<file path="src/rtl/control_sequencer.sv">
// Hardwired control unit: one state per clock, fetch T0-T2, execute T3-T7.
// Datapath strobes are decoded from the state register and the opcode latched in T3.
module control_sequencer #(
    parameter int              OPW    = 5,
    parameter logic [OPW-1:0]  ADD_OP = OPW'(5'b00011)
) (
    input  logic           Clock,
    input  logic           clear,
    input  logic [31:0]    IR,
    input  logic           CON_FF,
    input  logic           Stop,
    output logic [OPW-1:0] opcode,
    output logic           PCout,
    output logic           MARin,
    output logic           IncPC,
    output logic           Zin,
    output logic           Zlowout,
    output logic           PCin,
    output logic           Read,
    output logic           MDRin,
    output logic           MDRout,
    output logic           IRin,
    output logic           Yin,
    output logic           Gra,
    output logic           Grb,
    output logic           Grc,
    output logic           Rin,
    output logic           Rout,
    output logic           BAout,
    output logic           Cout,
    output logic           CONin,
    output logic           Write,
    output logic           Run
);

    localparam logic [OPW-1:0] OP_LD   = OPW'(5'b00000);
    localparam logic [OPW-1:0] OP_LDI  = OPW'(5'b00001);
    localparam logic [OPW-1:0] OP_ST   = OPW'(5'b00010);
    localparam logic [OPW-1:0] OP_ADD  = OPW'(5'b00011);
    localparam logic [OPW-1:0] OP_OR   = OPW'(5'b00110);
    localparam logic [OPW-1:0] OP_ADDI = OPW'(5'b01100);
    localparam logic [OPW-1:0] OP_BR   = OPW'(5'b10010);
    localparam logic [OPW-1:0] OP_HALT = OPW'(5'b11011);

    typedef enum logic [3:0] {
        S_IDLE, S_T0, S_T1, S_T2, S_T3, S_T4, S_T5, S_T6, S_T7, S_HALT
    } state_t;

    state_t         state, nxt;
    logic [OPW-1:0] op_q, cur_op;
    logic           is_ld, is_ldi, is_st, is_mem, is_r, is_addi, is_br, is_halt;
    logic           unused_ir;

    assign unused_ir = ^IR[31-OPW:0];

    // IR is only valid from T3 on; hold the opcode for the rest of execute.
    always_ff @(posedge Clock or negedge clear) begin
        if (!clear) begin
            state <= S_IDLE;
            op_q  <= '0;
        end else begin
            state <= nxt;
            if (state == S_T3)
                op_q <= IR[31 -: OPW];
        end
    end

    assign cur_op  = (state == S_T3) ? IR[31 -: OPW] : op_q;
    assign is_ld   = (cur_op == OP_LD);
    assign is_ldi  = (cur_op == OP_LDI);
    assign is_st   = (cur_op == OP_ST);
    assign is_mem  = is_ld | is_ldi | is_st;
    assign is_r    = (cur_op >= OP_ADD) && (cur_op <= OP_OR);
    assign is_addi = (cur_op == OP_ADDI);
    assign is_br   = (cur_op == OP_BR);
    assign is_halt = (cur_op == OP_HALT);

    always_comb begin
        state_t boundary;
        boundary = Stop ? S_HALT : S_T0;
        nxt      = state;
        case (state)
            S_IDLE: nxt = S_T0;
            S_T0:   nxt = S_T1;
            S_T1:   nxt = S_T2;
            S_T2:   nxt = S_T3;
            S_T3: begin
                if (is_halt)                                nxt = S_HALT;
                else if (is_mem || is_r || is_addi || is_br) nxt = S_T4;
                else                                        nxt = boundary;
            end
            S_T4:   nxt = S_T5;
            S_T5:   nxt = (is_ld || is_st || is_br) ? S_T6 : boundary;
            S_T6:   nxt = (is_ld || is_st) ? S_T7 : boundary;
            S_T7:   nxt = boundary;
            S_HALT: nxt = S_HALT;
            default: nxt = S_IDLE;
        endcase
    end

    always_comb begin
        opcode  = '0;
        PCout   = 1'b0; MARin  = 1'b0; IncPC = 1'b0; Zin   = 1'b0;
        Zlowout = 1'b0; PCin   = 1'b0; Read  = 1'b0; MDRin = 1'b0;
        MDRout  = 1'b0; IRin   = 1'b0; Yin   = 1'b0;
        Gra     = 1'b0; Grb    = 1'b0; Grc   = 1'b0; Rin   = 1'b0;
        Rout    = 1'b0; BAout  = 1'b0; Cout  = 1'b0; CONin = 1'b0;
        Write   = 1'b0;
        Run     = (state != S_IDLE) && (state != S_HALT);
        case (state)
            S_T0: begin PCout = 1'b1; MARin = 1'b1; IncPC = 1'b1; Zin = 1'b1; end
            S_T1: begin Zlowout = 1'b1; PCin = 1'b1; Read = 1'b1; MDRin = 1'b1; end
            S_T2: begin MDRout = 1'b1; IRin = 1'b1; end
            S_T3: begin
                if (is_mem) begin
                    Grb = 1'b1; BAout = 1'b1; Yin = 1'b1;
                end else if (is_r || is_addi) begin
                    Grb = 1'b1; Rout = 1'b1; Yin = 1'b1;
                end else if (is_br) begin
                    Gra = 1'b1; Rout = 1'b1; CONin = 1'b1;
                end
            end
            S_T4: begin
                if (is_mem || is_addi) begin
                    Cout = 1'b1; opcode = ADD_OP; Zin = 1'b1;
                end else if (is_r) begin
                    Grc = 1'b1; Rout = 1'b1; opcode = cur_op; Zin = 1'b1;
                end else if (is_br) begin
                    PCout = 1'b1; Yin = 1'b1;
                end
            end
            S_T5: begin
                if (is_ld || is_st) begin
                    Zlowout = 1'b1; MARin = 1'b1;
                end else if (is_ldi || is_r || is_addi) begin
                    Zlowout = 1'b1; Gra = 1'b1; Rin = 1'b1;
                end else if (is_br) begin
                    Cout = 1'b1; opcode = ADD_OP; Zin = 1'b1;
                end
            end
            S_T6: begin
                if (is_ld) begin
                    Read = 1'b1; MDRin = 1'b1;
                end else if (is_st) begin
                    Gra = 1'b1; Rout = 1'b1; MDRin = 1'b1;
                end else if (is_br) begin
                    Zlowout = 1'b1; PCin = CON_FF;
                end
            end
            S_T7: begin
                if (is_ld) begin
                    MDRout = 1'b1; Gra = 1'b1; Rin = 1'b1;
                end else if (is_st) begin
                    Write = 1'b1;
                end
            end
            default: ;
        endcase
    end

endmodule

</file>
<file path="config.mk">
export PLATFORM = sky130hd
export DESIGN_NAME = control_sequencer
export DESIGN_NICKNAME = d
export VERILOG_FILES = /design/src/rtl/control_sequencer.sv
export SDC_FILE = /design/constraint.sdc
export NUM_CORES = 1
export LEC_CHECK = 0
export CORE_ASPECT_RATIO = 1.2
export CORE_MARGIN = 1.5
export CORE_UTILIZATION = 34
export CTS_BUF_LIST = sky130_fd_sc_hd__clkbuf_16
export DETAILED_ROUTE_END_ITERATION = 6
export PLACE_DENSITY = 0.77
export SLEW_MARGIN = 15
export SYNTH_ARGS = -nofsm -noshare
export SYNTH_HDL_FRONTEND = slang
export SYNTH_SLANG_ARGS = --single-unit
</file>
<file path="constraint.sdc">
create_clock -name Clock -period 2.2 [get_ports Clock]
set_clock_uncertainty 0.05 [all_clocks]
set_input_delay 0.44 -clock Clock [delete_from_list [all_inputs] [get_ports Clock]]
set_output_delay 0.44 -clock Clock [all_outputs]
set_load 0.1 [all_outputs]
</file>
# == Yosys cells after proc, flatten, opt, wreduce, memory -nomap -nowiden ==
# Cells that the tools add are included.
# op_classes
addsub,0
multipliers,0
n_div,0
order_cmp,2
eq_ne,15
shift,0
mux,62
n_bitwise,2
n_reduce_logical,14
# op_table
cell,n
$pmux W4 S10,1
$mux W1,36
$mux W4,5
$pmux W1 S2,9
$eq A4 B3 Y1 const B,4
$mux W5,3
$eq A5 B5 Y1 const B,2
$pmux W5 S2,1
$logic_or A1 B1 Y1,9
$pmux W1 S3,3
$eq A4 B2 Y1 const B,2
$eq A4 B4 Y1 const B,2
$mux W2,3
$eq A5 B1 Y1 const B,1
$eq A5 B2 Y1 const B,1
$eq A5 B4 Y1 const B,1
$ge A5 B2 Y1 const B,1
$le A5 B3 Y1 const B,1
$logic_not A5 Y1,1
$eq A4 B1 Y1 const B,1
$logic_not A4 Y1,1
$ne A4 B4 Y1 const B,1
$pmux W1 S4,1
$reduce_bool A4 Y1,1
2 further kinds,4
# word_totals
register_bits,9
latch_bits,0
mem_bits_rw,0
rom_bits,0
inputBits,36
out_inout_bits,26
wordCells,97
memories,0

# == Longest topological paths before layout ==
# Gate-level depths: netlist (run 1).
# depth
word_depth,11
ltp_mapped,7
depth_no_buf,6

# == Least setup slack after synthesis (run 1) ==
# Ideal clock, no wire load.
# synth_path
path_type,input to output
startpoint,in IR[27]
endpoint,out Yin
arrival_ns,5.047
t_required_ns,1.710
path_slack_ns,-3.337
cell_stages,6
n_path_buf,1
cell_sequence,clkbuf_1 nand2b_1 nor3_1 and3_1 nor2_1 o41ai_1
# synth_between
elab_chain_len,7
word_cells_on_any_way,19
classes_between,order compare: 2; eq/ne: 4; mux: 7; bitwise: 2; reduce/logical: 4
# synth_lines
item,line_no,text
start: declaration,9,"input logic [31:0] IR,"
$mux W5 *,68,assign cur_op = (state == S_T3) ? IR[31 -: OPW] : op_q;
"$ge A5 B2 Y1, or another cell as far along",73,assign is_r = (cur_op >= OP_ADD) && (cur_op <= OP_OR);
$logic_and A1 B1 Y1 or $or A1 B1 Y1 (tied branches),"73, 72",
$logic_or A1 B1 Y1 or $or A1 B1 Y1 (tied branches),"117, 72",
$mux W1 or $logic_or A1 B1 Y1 (tied branches),"117, 124",
$mux W1 (on tied branches),"115, 124",
$pmux W1 S2 *,110,case (state)
end: declaration,23,"output logic Yin,"
# Every way passes the cells marked *; elsewhere a longest branch is shown, timed or not.

# == Worst setup path in the final report (run 1) ==
# layout_path
startpoint,reg state[1]
endpoint,out Gra
# layout_between
elab_chain_len,9
word_cells_on_any_way,28
classes_between,order compare: 2; eq/ne: 8; mux: 10; bitwise: 2; reduce/logical: 6
# layout_lines
item,line_no,text
start: declaration,49,"state_t state, nxt;"
start signal: assignment,62,state <= nxt;
$eq A4 B3 Y1 *,68,
$mux W5 *,68,
named net cur_op[1],50,"logic [OPW-1:0] op_q, cur_op;"
$ge A5 B2 Y1 or $le A5 B3 Y1 (tied branches),73,
$logic_and A1 B1 Y1,73,
$logic_or A1 B1 Y1 (2 in series),135,end else if (is_ldi || is_r || is_addi) begin
$mux W1,135,
$mux W1,133,if (is_ld || is_st) begin
$pmux W1 S4 *,110,
end: declaration,24,"output logic Gra,"
# Mark *: on every way through the listed nets, which the timed path passes. The rest lies on a longest branch.

==> results of run 1 <==
-- routing by layer --
metal	up-vias	GRT usage
li1	658	-
met1	692	0.313
met2	108	0.478
met3	32	0.0284
met4	0	0.138
met5	-	0
-- critical path: stages, from the launching register on --
cell      delay, ps
dfrtp_1         400
nor4b_4         420
mux2i_2         310
inv_2            90
buf_4           150
o211ai_1        100
nand4_1         180
nand4b_1        210
buf_12          200
-- cell usage in the layout, fill, tap and decap left out, types with 2 or more instances in the layout --
cell             count
nor2_1               3
inv_1                3
o211ai_1             2
nand2_1             17
nand3_2              2
and3_4               2
nand4b_1             3
dlygate4sd2_1        4
dfrtp_2              2
buf_6                7
nor2_4               4
conb_1               2
clkdlybuf4s50_1      4
a21oi_1              7
o21ai_4              2
nand2_2              3
a211o_1              2
inv_2                3
nor3_4               2
xnor2_1              2
nand2b_4             3
or2_4                2
nand3_1              2
dfrtp_1              7
nand4_1              2
o21ai_0              7
buf_4               38
nand3b_1             4
a21oi_4              2
buf_8                2
buf_12              26
nor2_2               2
a31oi_1              2
clkinvlp_4           2
clkbuf_16            3
nand2b_1             3
o21ai_2              3
a21o_1               2
nand2_4              2
-- worst paths after layout --
check,end,cells past startpoint
max,Gra,8
max in group asynchronous,op_q[3],1
min in group Clock,op_q[3],2
min,state[1],1
min reg2reg,op_q[3],2
max reg2reg,state[2],8
-- report_power, final --
group | switching [mW] | internal [mW] | total, mW
clock | 0.0792 | 0.237 | 0.317
combinational | 2.05 | 1.37 | 3.42
sequential | 0.129 | 0.249 | 0.378
-- flip-flops by register name, indices dropped and copies added (netlist names) --
register	cells
state	4
op_q	5
-- cell families (layout without fill, tap and decap cells) --
logic type      after synthesis  in the layout  share of synthesized area
other cells                   1              2                    0.00360
xor+xnor                      3              3                     0.0252
flops                         9              9                      0.216
simple gates                 71             71                      0.400
mux                           2              2                     0.0192
compound gates               38             38                      0.224
buf+inv                      23             92                      0.112
-- timing repair --
| item | in CTS | in global routing |
|---|---|---|
| setup endpoints to repair | 21 | 22 |
| buffers inserted | 2 | 10 |
| gates resized for setup | 27 | 16 |
| pin swaps | 7 | 13 |
-- layout make-up --
| type | instances | area (um^2) | share of cell area |
|---|---|---|---|
| tap | 34 | 42.5 | 0.0180 |
| sequential | 9 | 228 | 0.0965 |
| inverter | 7 | 33.8 | 0.0143 |
| multi-input combinational | 116 | 987 | 0.418 |
| clock buffer | 3 | 75.1 | 0.0318 |
| timing repair buffer | 81 | 990 | 0.419 |
| clock inverter | 1 | 3.75 | 0.00159 |
-- metrics by stage --
| stage | util | TNS, ps |
|---|---|---|
| 6_report | 0.824 | -6960 |
| 5_1_grt | 0.824 | -7920 |
| 4_1_cts | 0.780 | -5900 |
| 3_5_place_dp | 0.723 | -4570 |
| 3_3_place_gp | 0.723 | -3870 |
| 2_1_floorplan | - | -6040 |
==> run_results.csv, run 1 <==
group,metric,value,unit
critical_path,cp_max_fo,4,
placement,dp.cells,237,
run_status,violations,"setup timing",
die,initial_utilization,0.363,
synthesis,synth-edff-count,0,
grt,grt_overflow,0,
power,pwr_density_cell,1740,mW/mm^2
timing,final_max_slew_viol_count,0,
routing,vias_per_cell,5.94,
critical_path,crit_type,"reg -> out",
cts,clock_path_buffers,2,
flow_run,cap_viol_max_count,0,
critical_path,start_kind,"register",
routing,wl_met2,2660,um
timing,period_needed,2780,ps
finish,drive_gt1_frac,0.594,
routing,drt-total-wl,5050,um
routing,drt_first_pass_iters,4,
grt,grt_first_pass_wirelength,6820,um
timing,min_period_over_period,1.26,
grt,antenna_found_initial,0,
die,die_h,63.6,um
synthesis,ys_top_cells_by_area,"dfrtp_1 22%, nand2_1 7.6%, o21ai_0 5.8%, a21oi_1 4.3%, clkbuf_1 3.6%",
grt,first_global_vias,1429,
finish,area_growth_syn_to_layout,127,%
synthesis,synth_top_area_share,0.216,
cts,root_buffer,"clkbuf_16",
finish,nets,254,
run_status,status,"complete, but fails checks",
cts,cts.sinks,9,
routing,routed.top_layer,"met4",
critical_path,reg2reg_from,"state[1]",
cts,cts_htree_levels,1,
critical_path,startpoint,"state[1]",
critical_path,critPathCaptureType,"output pin",
critical_path,worstPathRequired,1710,ps
synthesis,synth_cells,147,
critical_path,r2r_slack,300,ps
cts,numCtsBuffers,3,
placement,pre_cts_ws,-460,ps
routing,wl_met3,407,um
power,p_total,4.11,mW
finish,diodes,0,
synthesis,ys_warn_count,0,
die,core,0.00286,mm^2
synthesis,syn_area,0.00104,mm^2
synthesis,yosys.area.top_type,"dfrtp_1",
finish,design_area,0.00236,mm^2
synthesis,async_flop_share,1.00,
finish,final_cells,251,
power,irDropWorstVdd,1.38,mV
synthesis,seq_area_frac_synth,0.216,
synthesis,synth-seq-cells,9,
placement,dpl.hpwl,3260,um
die,rows,21,
die,die_w,53.5,um
synthesis,yosysUniqueCellTypes,47,
routing,drc,0,
power,power.leakage,1.04,nW
routing,drt-met1-wl,1760,um
hold_path,hp-class,"in -> async",
critical_path,arrival,2290,ps
grt,grt.total_usage,0.273,
cts,cts_hold_buf,0,
cts,tritoncts,"yes",
placement,gp_congestion,0.977,
timing,relSlewSlack,0.656,
grt,grt_max_degree,14,
routing,wl_per_cell,20.1,um
timing,fin_ws,-582,ps
timing,max_freq,0.359,GHz
routing,drtIter0Drc,82,
routing,ant_nets,0,
timing,whs,453,ps
synthesis,yosysMostFrequentCell,"nand2_1",
placement,io_buffers,32,
cts,clk-insertion-delay-late,230,ps
finish,nFillCells,146,
routing,num_vias,1490,
synthesis,synthTopCellsByCount,"21 x nand2_1, 12 x o21ai_0, 10 x clkbuf_1",
timing,worst_slew_pin_slew,511,ps
die,die_area,0.00340,mm^2
timing,rsz0062_at_grt,"yes",
timing,setup_viol,21,
cts,clkSlewWorstSetupHoldPaths,40,ps
timing,hold_viol,0,
placement,placed_area,0.00207,mm^2
synthesis,avgSynthCellArea,7.08,um^2
die,ios,62,
synthesis,synth-main-ff-cell,"dfrtp_1",
Power figures use the tool's default switching activity.
==> run 2: changes to the inputs <==
- TNS_END_PERCENT: default -> 20
==> run_results.csv, run 2 (synthesis gave the netlist of run 1 again) <==
group,metric,value,unit
run_status,status,"complete, but fails checks",
run_status,violations,"setup timing",
placement,io_buffers,32,
cts,clk-insertion-delay-late,240,ps
grt,grt.total_usage,0.266,
timing,period_needed,2750,ps
finish,final_common_cell,"buf_4",
critical_path,critical-path-max-stage-delay,460,ps
routing,num_vias,1400,
timing,rsz0062_at_grt,"yes",
timing,setup_viol,21,
routing,drt-total-wl,4240,um
cts,numCtsBuffers,3,
finish,largestRegisters,"op_q x5, state x4",
placement,dpl.hpwl,3090,um
finish,final_cells,242,
die,ios,62,
critical_path,cp_cell_sequence,"nor4b_4 > mux2i_2 > inv_2 > or4_4 > nand4b_1 > buf_12",
placement,pre_cts_ws,-549,ps
power,power.leakage,0.996,nW
timing,final_max_slew_viol_count,0,
cts,tritoncts,"yes",
cts,root_buffer,"clkbuf_16",
power,pwr-share-clk,0.085,
placement,gp_congestion,0.961,
power,power.internal,1.67,mW
critical_path,crit_type,"reg -> out",
critical_path,crit_family,"simple AND/OR/NAND/NOR gates",
critical_path,path_buf_inv,2,
timing,max_freq,0.363,GHz
routing,drt_first_pass_iters,4,
critical_path,worstPathRequired,1710,ps
die,die_area,0.00340,mm^2
power,irDropWorstVdd,1.39,mV
cts,cts.sinks,9,
timing,worst_slew_pin_slew,512,ps
grt,first_global_vias,1449,
finish,largest_reg_flops,5,
routing,vias_per_cell,5.79,
die,die_w,53.5,um
finish,layout_common_cells,"34 x buf_4, 24 x buf_12, 18 x nand2_1",
timing,fin_ws,-553,ps
power,switching_share,0.560,
flow_run,cap_viol_max_count,0,
power,p_switching,2.12,mW
power,p_seq_frac,0.100,
timing,min_period_over_period,1.25,
finish,area_growth_syn_to_layout,107,%
cts,cts_htree_levels,1,
critical_path,arrival,2260,ps
grt,grt_first_pass_wirelength,6660,um
critical_path,cp_max_fo,4,
finish,drive_gt1_frac,0.514,
die,core,0.00286,mm^2
cts,clkSlewWorstSetupHoldPaths,40,ps
grt,grt_max_degree,14,
die,die_h,63.6,um
hold_path,hp-class,"in -> async",
critical_path,crit_path_top_delay_cell,"or4_4",
routing,drc,0,
critical_path,start_kind,"register",
routing,wl_per_cell,17.5,um
finish,diodes,0,
finish,nets,245,
timing,relSlewSlack,0.655,
timing,whs,448,ps
finish,largest-register,"op_q",
routing,drtIter0Drc,79,
placement,dp.cells,234,
critical_path,critPathCaptureType,"output pin",
grt,antenna_found_initial,0,
die,rows,21,
power,pwr_density_cell,1760,mW/mm^2
die,initial_utilization,0.363,
timing,hold_viol,0,
cts,clock_path_buffers,2,
grt,grt_overflow,0,
power,p_total,3.79,mW
power,power_frac_comb,0.815,
routing,ant_nets,0,
## run 2: layout make-up
| cell class | instances | area [um^2] |
|---|---|---|
| clock buffers | 3 | 75.1 |
| multi-input cells | 116 | 893 |
| repair buffers | 72 | 891 |
| well taps | 34 | 42.5 |
| flip-flops and latches | 9 | 225 |
| fillers | 185 | 706 |
| inverters | 7 | 26.3 |
| clock inverters | 1 | 5.00 |
## run 2: worst paths after layout
path / from / endpoint / slack [ps] / depth (start not counted)
worst min register to register: op_q[3] / op_q[3] / 590 / 2
min in group Clock: IR[29] / op_q[2] / 590 / 3
worst min-delay path: clear / state[3] / 450 / 1
worst max register to register: state[1] / state[2] / 200 / 8
max in group asynchronous: clear / state[0] / 1370 / 1
worst max-delay path: state[1] / Gra / -550 / 6
## run 2: power groups by stage
| stage | clock network [mW] | logic, mW | registers (mW) |
|---|---|---|---|
| 3_3_place_gp | 0 | 2.84 | 0.344 |
| 2_1_floorplan | 0 | 1.88 | 0.313 |
| 6_report | 0.320 | 3.09 | 0.380 |
| 3_5_place_dp | 0 | 2.87 | 0.355 |
| 4_1_cts | 0.325 | 2.99 | 0.362 |
| 5_1_grt | 0.338 | 3.21 | 0.387 |
## run 2: metrics by stage
| step | setup TNS (ps) | utilization | area (um^2) |
|---|---|---|---|
| 2_1_floorplan | -8670 | - | 1220 |
| 3_3_place_gp | -4300 | 0.687 | 1970 |
| 3_5_place_dp | -5320 | 0.687 | 1970 |
| 4_1_cts | -6330 | 0.738 | 2110 |
| 5_1_grt | -8290 | 0.754 | 2160 |
| 6_report | -6900 | 0.754 | 2160 |
## run 2: layer usage
metal  vias to the layer above  track usage  part of all wire
met2                        85        0.471              0.51
li1                        639            -                 -
met3                        29       0.0569             0.063
met5                         -            0                 0
met1                       647        0.282              0.37
met4                         0        0.138             0.060
## run 2: what timing repair did
item	in CTS	in global routing
setup endpoints to repair	21	21
buffers inserted	2	2
gates resized for setup	15	9
hold buffers	0	0
pin swaps	3	4
